==> config.mk <==
export PLATFORM = sky130hd
export DESIGN_NAME = meas_seq_ctrl
export DESIGN_NICKNAME = d
export VERILOG_FILES = /design/src/rtl/meas_pkg.sv /design/src/rtl/meas_win_timer.sv /design/src/rtl/meas_seq_ctrl.sv
export SDC_FILE = /design/constraint.sdc
export NUM_CORES = 1
export LEC_CHECK = 0
export CAP_MARGIN = 20
export CORE_ASPECT_RATIO = 2
export CORE_UTILIZATION = 50
export CTS_BUF_LIST = sky130_fd_sc_hd__clkbuf_8
export CTS_CLUSTER_SIZE = 12
export DETAILED_ROUTE_END_ITERATION = 7
export PLACE_DENSITY = 0.72
export SETUP_SLACK_MARGIN = 0.15
export SLEW_MARGIN = 20
export SYNTH_ARGS = -nofsm -noshare
export SYNTH_HDL_FRONTEND = slang
export SYNTH_SLANG_ARGS = --single-unit
==> constraint.sdc <==
create_clock -name I_clk -period 5.51 [get_ports I_clk]
set_input_delay 0.551 -clock I_clk [delete_from_list [all_inputs] [get_ports I_clk]]
set_output_delay 0.551 -clock I_clk [all_outputs]
set_load 0.1 [all_outputs]
==> src/rtl/meas_pkg.sv <==
`default_nettype none
// +----------------------------------------------------------------------+
// | meas_pkg: shared state encoding and mode helpers for the PUF          |
// | measurement sequencer.                       Revision: 1.0            |
// +----------------------------------------------------------------------+
package meas_pkg;

  typedef enum logic [2:0] {
    ST_IDLE    = 3'd0,
    ST_RST_PH  = 3'd1,
    ST_MEAS_PH = 3'd2,
    ST_FREE    = 3'd3,
    ST_DONE    = 3'd4
  } state_t;

  localparam int unsigned MODE_SWEEP = 0;

  // Free-running mode is the all-ones code of the mode field.
  function automatic int unsigned mode_free(input int unsigned mode_bits);
    return (32'd1 << mode_bits) - 32'd1;
  endfunction

  function automatic logic mode_legal(input int unsigned mode,
                                      input int unsigned mode_bits,
                                      input int unsigned num_ch);
    return (mode == MODE_SWEEP) || (mode <= num_ch) ||
           (mode == mode_free(mode_bits));
  endfunction

  function automatic int ch_width(input int n);
    return (n > 1) ? $clog2(n) : 1;
  endfunction

endpackage
`default_nettype wire

==> src/rtl/meas_win_timer.sv <==
`default_nettype none
// +----------------------------------------------------------------------+
// | meas_win_timer: loadable down-counter that flags terminal count at 0  |
// | and never wraps.                             Revision: 1.0            |
// +----------------------------------------------------------------------+
module meas_win_timer #(
  parameter int CNT_WIDTH = 20
) (
  input  logic                 clk,
  input  logic                 rst,
  input  logic                 load,
  input  logic                 en,
  input  logic [CNT_WIDTH-1:0] load_val,
  output logic                 tc
);

  logic [CNT_WIDTH-1:0] count;

  always_ff @(posedge clk) begin
    if (rst) begin
      count <= '0;
    end else if (load) begin
      count <= load_val;
    end else if (en && (count != '0)) begin
      count <= count - CNT_WIDTH'(1);
    end
  end

  assign tc = (count == '0);

endmodule
`default_nettype wire

==> src/rtl/meas_seq_ctrl.sv <==
`default_nettype none
// +----------------------------------------------------------------------+
// | meas_seq_ctrl: per-channel measurement-reset sequencer with sweep,    |
// | single-channel and free-running modes.       Revision: 1.0            |
// +----------------------------------------------------------------------+
module meas_seq_ctrl
  import meas_pkg::*;
#(
  parameter int MODE_BITS = 3,
  parameter int NUM_CH    = 4,
  parameter int CNT_WIDTH = 20,
  parameter int REP_WIDTH = 8
) (
  input  logic                          I_clk,
  input  logic                          I_rst,
  input  logic                          I_en,
  input  logic                          I_start,
  input  logic [MODE_BITS-1:0]          I_mode,
  input  logic [CNT_WIDTH-1:0]          I_window,
  input  logic [REP_WIDTH-1:0]          I_reps,
  output logic [NUM_CH-1:0]             O_meas_rst,
  output logic [ch_width(NUM_CH)-1:0]   O_ch_sel,
  output logic                          O_busy,
  output logic                          O_ready,
  output logic                          O_done,
  output logic                          O_error
);

  localparam int CH_W = ch_width(NUM_CH);
  localparam logic [CH_W-1:0] LAST_CH = CH_W'(NUM_CH - 1);

  state_t                state, state_n;
  logic                  start_q;
  logic [CH_W-1:0]       ch, ch_n;
  logic [REP_WIDTH-1:0]  rep, rep_n;
  logic                  tog, tog_n;
  logic                  sweep_q, sweep_n;
  logic [CNT_WIDTH-1:0]  win_q, win_n;
  logic [REP_WIDTH-1:0]  rlast_q, rlast_n;
  logic                  error_n;
  logic [NUM_CH-1:0]     meas_rst_n;
  logic                  busy_n;

  logic                  start_edge;
  logic                  start_legal;
  logic                  start_free;
  logic                  tc;
  logic                  load;
  logic                  timer_en;
  logic [CNT_WIDTH-1:0]  load_val;

  assign start_edge  = I_start & ~start_q;
  assign start_free  = (32'(I_mode) == mode_free(MODE_BITS));
  assign start_legal = mode_legal(32'(I_mode), MODE_BITS, NUM_CH) && (I_window != '0);
  // In IDLE the config is not latched yet, so the first window comes straight from the port.
  assign load_val    = ((state == ST_IDLE) ? I_window : win_q) - CNT_WIDTH'(1);
  assign timer_en    = (state == ST_RST_PH) || (state == ST_MEAS_PH) || (state == ST_FREE);

  meas_win_timer #(
    .CNT_WIDTH (CNT_WIDTH)
  ) u_timer (
    .clk      (I_clk),
    .rst      (I_rst),
    .load     (load),
    .en       (timer_en),
    .load_val (load_val),
    .tc       (tc)
  );

  always_ff @(posedge I_clk) begin
    if (I_rst) begin
      state      <= ST_IDLE;
      start_q    <= 1'b0;
      ch         <= '0;
      rep        <= '0;
      tog        <= 1'b0;
      sweep_q    <= 1'b0;
      win_q      <= '0;
      rlast_q    <= '0;
      O_meas_rst <= '0;
      O_ch_sel   <= '0;
      O_busy     <= 1'b0;
      O_ready    <= 1'b1;
      O_done     <= 1'b0;
      O_error    <= 1'b0;
    end else begin
      state      <= state_n;
      start_q    <= I_start;
      ch         <= ch_n;
      rep        <= rep_n;
      tog        <= tog_n;
      sweep_q    <= sweep_n;
      win_q      <= win_n;
      rlast_q    <= rlast_n;
      O_meas_rst <= meas_rst_n;
      O_ch_sel   <= ch_n;
      O_busy     <= busy_n;
      O_ready    <= (state_n == ST_IDLE);
      O_done     <= (state_n == ST_DONE);
      O_error    <= error_n;
    end
  end

  always_comb begin
    state_n = state;
    ch_n    = ch;
    rep_n   = rep;
    tog_n   = tog;
    sweep_n = sweep_q;
    win_n   = win_q;
    rlast_n = rlast_q;
    load    = 1'b0;
    error_n = 1'b0;
    if (!I_en) begin
      state_n = ST_IDLE;
      ch_n    = '0;
      rep_n   = '0;
      tog_n   = 1'b0;
      sweep_n = 1'b0;
      win_n   = '0;
      rlast_n = '0;
    end else begin
      unique case (state)
        ST_IDLE: begin
          if (start_edge) begin
            if (!start_legal) begin
              error_n = 1'b1;
            end else begin
              win_n   = I_window;
              rlast_n = (I_reps == '0) ? '0 : I_reps - REP_WIDTH'(1);
              rep_n   = '0;
              load    = 1'b1;
              if (start_free) begin
                state_n = ST_FREE;
                tog_n   = 1'b1;
                ch_n    = '0;
              end else begin
                state_n = ST_RST_PH;
                sweep_n = (32'(I_mode) == MODE_SWEEP);
                ch_n    = (32'(I_mode) == MODE_SWEEP) ? '0 : CH_W'(I_mode - MODE_BITS'(1));
              end
            end
          end
        end
        ST_RST_PH: begin
          if (tc) begin
            state_n = ST_MEAS_PH;
            load    = 1'b1;
          end
        end
        ST_MEAS_PH: begin
          if (tc) begin
            // Next channel re-enters RST_PH directly so sweeps stay back-to-back.
            if (rep != rlast_q) begin
              rep_n   = rep + REP_WIDTH'(1);
              state_n = ST_RST_PH;
              load    = 1'b1;
            end else if (sweep_q && (ch != LAST_CH)) begin
              ch_n    = ch + CH_W'(1);
              rep_n   = '0;
              state_n = ST_RST_PH;
              load    = 1'b1;
            end else begin
              state_n = ST_DONE;
            end
          end
        end
        ST_FREE: begin
          if (!I_start) begin
            state_n = ST_DONE;
            tog_n   = 1'b0;
          end else if (tc) begin
            tog_n = ~tog;
            load  = 1'b1;
          end
        end
        ST_DONE: begin
          state_n = ST_IDLE;
        end
        default: begin
          state_n = ST_IDLE;
        end
      endcase
    end
  end

  always_comb begin
    meas_rst_n = '0;
    busy_n     = 1'b0;
    case (state_n)
      ST_RST_PH: begin
        meas_rst_n = NUM_CH'(1) << ch_n;
        busy_n     = 1'b1;
      end
      ST_MEAS_PH: busy_n = 1'b1;
      ST_FREE: begin
        meas_rst_n = {NUM_CH{tog_n}};
        busy_n     = 1'b1;
      end
      default: begin
        meas_rst_n = '0;
        busy_n     = 1'b0;
      end
    endcase
  end

endmodule
`default_nettype wire

# [Word level (Yosys, flattened, before mapping)]
# Index checks and enable logic that the tools add are counted.
# W data, S select, Z words.
[totals] reg_bits=72 in_bits=35 out_inout_bits=10 wordCells=113
[op_classes] add_sub_neg=6 n_lt_le_gt_ge=1 n_eq_ne=14 shift=1 n_mux=48 bitwise_logic=7 n_reduce_logical=22
[ops] cell="$mux W20" count=3
[ops] cell="$mux W8" count=6
[ops] cell="$reduce_bool A20 Y1" count=2
[ops] cell="$sub A20 B1 Y20 const B" count=2
[ops] cell="$mux W3" count=8
[ops] cell="$logic_not A20 Y1" count=1
[ops] cell="$mux W2" count=9
[ops] cell="$mux W1" count=16
[ops] cell="$pmux W8 S2" count=1
[ops] cell="$eq A3 B2 Y1 const B" count=4
[ops] cell="$pmux W3 S4" count=1
[ops] cell="$logic_not A3 Y1" count=3
[ops] cell="$add A8 B1 Y8 const B" count=1
[ops] cell="$logic_not A8 Y1" count=1
[ops] cell="$ne A2 B2 Y1 const B" count=4
[ops] cell="$ne A8 B8 Y1" count=1
[ops] cell="$pmux W4 S2" count=1
[ops] cell="$sub A8 B1 Y8 const B" count=1
[ops] cell="$eq A3 B1 Y1 const B" count=2
[ops] cell="$eq A3 B3 Y1 const B" count=2
[ops] cell="$not A1 Y1" count=6
[ops] cell="$reduce_and A5 Y1" count=1
[ops] cell="$logic_or A1 B1 Y1" count=4
[ops] cell="$pmux W1 S4" count=1
[ops] cell="15 further kinds" count=18

# [Longest topological paths before layout]
[logic_depth] depth_word=11 mapped_depth=11 ltp_nobuf=8

# [By module]
# Synthesis repeated with hierarchy kept, for this count alone.
[hier_totals] cells_unflattened=538 area_unflattened_um2=4494.3
[modules_own_cells] mod="meas_seq_ctrl" instances=1 cells_each=393 area_each_um2=3225.6 seq_area_each_um2=1041.0
[modules_own_cells] mod="meas_win_timer" instances=1 cells_each=145 area_each_um2=1268.7 seq_area_each_um2=400.4

# [Worst setup path after synthesis]
# Ideal clock, no wire load.
[synth_path] path_type="register to register" from="register ch[1]" to="register O_meas_rst[1]" setup_time_ps=74 arrival_time_ps=2540 t_required_ps=5436 setup_slack_ps=2896 stages_incl_launch_ff=9 path_buffers=0 period_less_slack_ps=2614 cell_sequence="dfxtp_1 -> ha_1 -> nor2b_1 -> or4bb_1 -> nor4_4 -> mux2i_1 -> o31ai_1 -> or3_1 -> o21ai_0"
[synth_via] elab_chain_cells=9 word_cells_on_any_way=19 classes_between="add/sub: 1; eq/ne: 3; shift: 1; mux: 13; reduce/logical: 1"
[synth_lines] item="from (decl)" line_no="meas_seq_ctrl.sv:34" rtl="logic [CH_W-1:0] ch, ch_n;"
[synth_lines] item="from (signal assigned)" line_no="meas_seq_ctrl.sv:89" rtl="ch <= ch_n;"
[synth_lines] item="$ne A2 B2 Y1" line_no="meas_seq_ctrl.sv:158" rtl="end else if (sweep_q && (ch != LAST_CH)) begin"
[synth_lines] item="$logic_and A1 B1 Y1" line_no="meas_seq_ctrl.sv:158"
[synth_lines] item="$mux W3 or $mux W2 (tied branches)" line_no="meas_seq_ctrl.sv:158"
[synth_lines] item="$mux W3 or $mux W2 (tied branches)" line_no="meas_seq_ctrl.sv:154" rtl="if (rep != rlast_q) begin"
[synth_lines] item="$mux W3 or $mux W2 (tied branches)" line_no="meas_seq_ctrl.sv:152" rtl="if (tc) begin"
[synth_lines] item="$pmux W3 S4 or $pmux W2 S2 (tied branches)" line_no="meas_seq_ctrl.sv:123" rtl="unique case (state)"
[synth_lines] item="$mux W3 or $mux W2 (tied branches)" line_no="meas_seq_ctrl.sv:114" rtl="if (!I_en) begin"
[synth_lines] item="$eq A3 B2 Y1 (tied with other cells)" line_no="meas_seq_ctrl.sv:190" rtl="case (state_n)"
[synth_lines] item="$pmux W4 S2 *" line_no="meas_seq_ctrl.sv:190"
[synth_lines] item="to (signal assigned)" line_no="meas_seq_ctrl.sv:95" rtl="O_meas_rst <= meas_rst_n;"
[synth_lines] item="to (decl)" line_no="meas_seq_ctrl.sv:21" rtl="output logic [NUM_CH-1:0] O_meas_rst,"
# Mark *: on every way between the ends. The rest lies on a longest branch, timed or not.
# A chain may end at the register's enable or synchronous reset.

# [Worst setup path after layout]
[layout_path] from="register u_timer.count[16]" to="register u_timer.count[2]"
[layout_via] elab_chain_cells=6 word_cells_on_any_way=10 classes_between="mux: 6; reduce/logical: 4"
[layout_lines] item="from (decl)" line_no="meas_win_timer.sv:17" rtl="logic [CNT_WIDTH-1:0] count;"
[layout_lines] item="from (signal assigned)" line_no="meas_win_timer.sv:23" rtl="count <= load_val;"
[layout_lines] item="from (signal assigned)" line_no="meas_win_timer.sv:25" rtl="count <= count - CNT_WIDTH'(1);"
[layout_lines] item="$logic_not A20 Y1" line_no="meas_win_timer.sv:29" rtl="assign tc = (count == '0);"
[layout_lines] item="$mux W1" line_no="meas_seq_ctrl.sv:146, meas_seq_ctrl.sv:172"
[layout_lines] item="$mux W1" line_no="meas_seq_ctrl.sv:169" rtl="if (!I_start) begin"
[layout_lines] item="$pmux W1 S4" line_no="meas_seq_ctrl.sv:123"
[layout_lines] item="$mux W1" line_no="meas_seq_ctrl.sv:114"
[layout_lines] item="$mux W20 or $reduce_bool A2 Y1 (tied branches)"
# Several ways; a longest one is shown, not always the timed one.

==> results_dict.tcl <==
set metrics [dict create \
    die_w_um 66.95 \
    design.core.area_mm2 0.008233 \
    numClockSinks 72 \
    crit_path_end_kind "flop" \
    dieArea_mm2 0.008829 \
    relSlewSlack_pct 27.52 \
    critPathBufInv 0 \
    synth_top_area_cell "dfxtp_1" \
    post_cts_buffers 0 \
    post_cts_resize_count 0 \
    port_buffers 44 \
    syn_area_mm2 0.004218 \
    tritoncts "built" \
    p_seq_share_pct 44.4 \
    grt_max_degree 42 \
    dpl_worst_slack_ns 1.883 \
    root_buffer "clkbuf_8" \
    overflow 0 \
    cts_htree_levels 3 \
    design_area_mm2 0.004895 \
    ir_worst_vdd_mv 0.1646 \
    powerDensity_mw_per_mm2 261.5 \
    diodes 0 \
    synthCells 499 \
    rows 47 \
    synth.avg_cell_area_um2 8.452 \
    worstMarginPinSlew_ns 1.084 \
    crit_arrival_ns 3.68 \
    place_congestion 0.8422 \
    hold_violations 0 \
    fill_cells 787 \
    period_share_pct 61.66 \
    synth_cell_type_count 68 \
    clock_latency_ns 0.36 \
    hold_buffers 0 \
    wl_per_cell_um 17.47 \
    vias_per_cell 5.987 \
    routed_wl_um 11090 \
    synth_top_area_share_pct 34.17 \
    nNetsFinal 570 \
    max-clock-path-buffers 2 \
    drc 0 \
    fin_ws_ns 2.113 \
    synth_top_family_by_area "simple AND/OR/NAND/NOR gates" \
    p_int_uw 880.5 \
    synth_seq_cells 72 \
    synth-xor-area-share_pct 8.721 \
    synthMuxAreaShare_pct 8.336 \
    critical-path-max-stage-delay_ns 0.98 \
    syn_nets 537 \
    finalSetupTns_ns 0 \
    fmax_mhz 294.3 \
    crit_path_start_kind "flop" \
    multi_input_area_mm2 0.002624 \
    cp_slowest_cell "a211oi_4" \
    status "finished, final reports clean" \
    slew_viol_final 0 \
    cp_cell_sequence "or3_1 > nor4_1 > nand2_1 > o31a_1 > a211oi_4 > nor2_1 > a221oi_2" \
    holdWs_ns 0.4848 \
    synth-edff-count 0 \
    ant_nets 0 \
    path_max_fanout 24 \
    yosys_warnings 0 \
    p_comb_share_pct 22.8 \
    grt_pass1_vias 3762 \
    grt_setup_unrepaired "false" \
    synth-main-ff-cell "dfxtp_1" \
    worstPathRequired_ns 5.79 \
    max_cap_viol_count 0 \
    hold_path_class "reg -> reg" \
    final-instance-count-excl-fill 635 \
    cts_inserted_buffers 9 \
    async_reset_ff_share_pct 0 \
    yosysMostFrequentCell "dfxtp_1" \
    dp.cells 619 \
    crit_type "reg -> reg" \
    p_leak_nw 1.877 \
    grt_use_total_pct 27.13 \
    dpl_cell_area_mm2 0.004703 \
    start_util_pct 51.23 \
    switching_share_pct 31.21 \
    synth-adder-area-share_pct 0.8899 \
    fin_skew_ns 0.01145 \
    final-seq-area_mm2 0.001441 \
    dp_hpwl_um 8325 \
    synthTopCellsByArea "dfxtp_1, mux2i_1, nor2_1" \
    synth_compound_area_share_pct 18.99 \
    finalSetupViolCount 0 \
    cts.reportedPaths.clkPinSlew_ns 0.08 \
    critPathTopFamily "compound AO/OA/AOI/OAI gates" \
    clkPwrFrac_pct 32.8 \
    drive_gt1_share_pct 8.566 \
    drt_iter0_markers 200 \
    grt_pass1_wl_um 17700 \
    num_io_pins 45 \
    net-switching-power_uw 399.4 \
    yosys.area_share.simple_pct 25.13 \
    syn_to_final_growth_pct 16.05 \
    fp.dieH_um 131.9 \
    vias 3802 \
    period_needed_ns 3.397 \
    synth_common_cells "dfxtp_1, nor2_1, mux2i_1" \
    first_pass_iters 4 \
    ys_seq_area_share_pct 34.17 \
    antenna_found_initial 0 \
]
==> metrics by stage <==
stage / util (%) / power, mW
floorplan: - / 0.7812
global placement: 57.13 / 0.8625
detailed placement: 57.13 / 0.8698
CTS: 59.51 / 1.292
global route: 59.45 / 1.338
finish: 59.45 / 1.280
==> layout by cell type, fill, tap and decap left out, drive strengths merged, types with 3 or more instances in the layout <==
master	netlist	final
xor2	14	14
ha	3	3
nand2	27	27
o21ai	21	21
a21oi	24	24
nand2b	3	3
a311oi	3	3
mux2i	34	34
o31ai	5	5
a31oi	7	7
nand3b	6	6
dfxtp	72	72
inv	12	12
clkinv	0	5
nand3	7	7
a211oi	17	17
xnor2	28	28
or4	8	8
a221oi	4	4
nor2b	5	5
clkdlybuf4s50	0	43
nor4	10	10
nand4	5	5
buf	8	5
o211ai	5	5
nor3b	4	4
or3	13	13
nor3	27	27
clkbuf	18	10
nor2	70	70
==> sequential cells by signal, indices dropped and copies added, names as in the netlist <==
register       flops
sweep_q            1
O_error            1
win_q             20
u_timer.count     20
rlast_q            8
tog                1
start_q            1
O_busy             1
rep                8
O_meas_rst         4
ch                 2
O_ready            1
O_done             1
state              3
==> worst paths after layout <==
check,from,to,slack (ns),cells after the start
setup / recovery,u_timer.count[16],u_timer.count[2],2.11,7
setup reg to reg,u_timer.count[16],u_timer.count[2],2.11,7
hold / removal,sweep_q,sweep_q,0.48,2
hold reg to reg,sweep_q,sweep_q,0.48,2
==> power by group through the flow <==
stage	Clock (mW)	Combinational (mW)	Sequential, mW
final	0.420	0.292	0.568
after global routing	0.451	0.316	0.571
after CTS	0.431	0.293	0.568
after detailed placement	0	0.290	0.579
after global placement	0	0.284	0.578
after floorplan	0	0.195	0.586
==> per-layer routing <==
layer	wire, um	GRT usage [%]	vias to the layer above	share of wire (%)
li1	-	-	1883	-
met1	3839	24.22	1797	35
met2	6209	50.51	85	56
met3	454	7.180	37	4.1
met4	589	16.67	0	5.3
met5	0	0	-	0
==> kinds of logic after synthesis <==
| group | after synthesis |
|---|---|
| muxes | 35 |
| AOI/OAI and AO/OA | 109 |
| adders and majority gates | 3 |
| buffers and inverters | 38 |
| and+or+nand+nor | 200 |
| DFF | 72 |
| xor gates and xnor gates | 42 |
==> worst reg2reg max path: cells and delay by family, from the launching register on <==
family          cells  cell delay, ns
compound gates      3            1.79
flops               1            0.33
simple gates        4            1.22
==> cell type report <==
class / count / area share, %
Clock buffer: 10 / 2.812
Timing Repair Buffer: 48 / 9.509
Multi-Input combinational cell: 389 / 53.60
Inverter: 12 / 0.9202
Clock inverter: 6 / 1.201
Sequential cell: 72 / 29.45
Tap cell: 98 / 2.505
No activity file was read; power rests on OpenSTA's default activity.
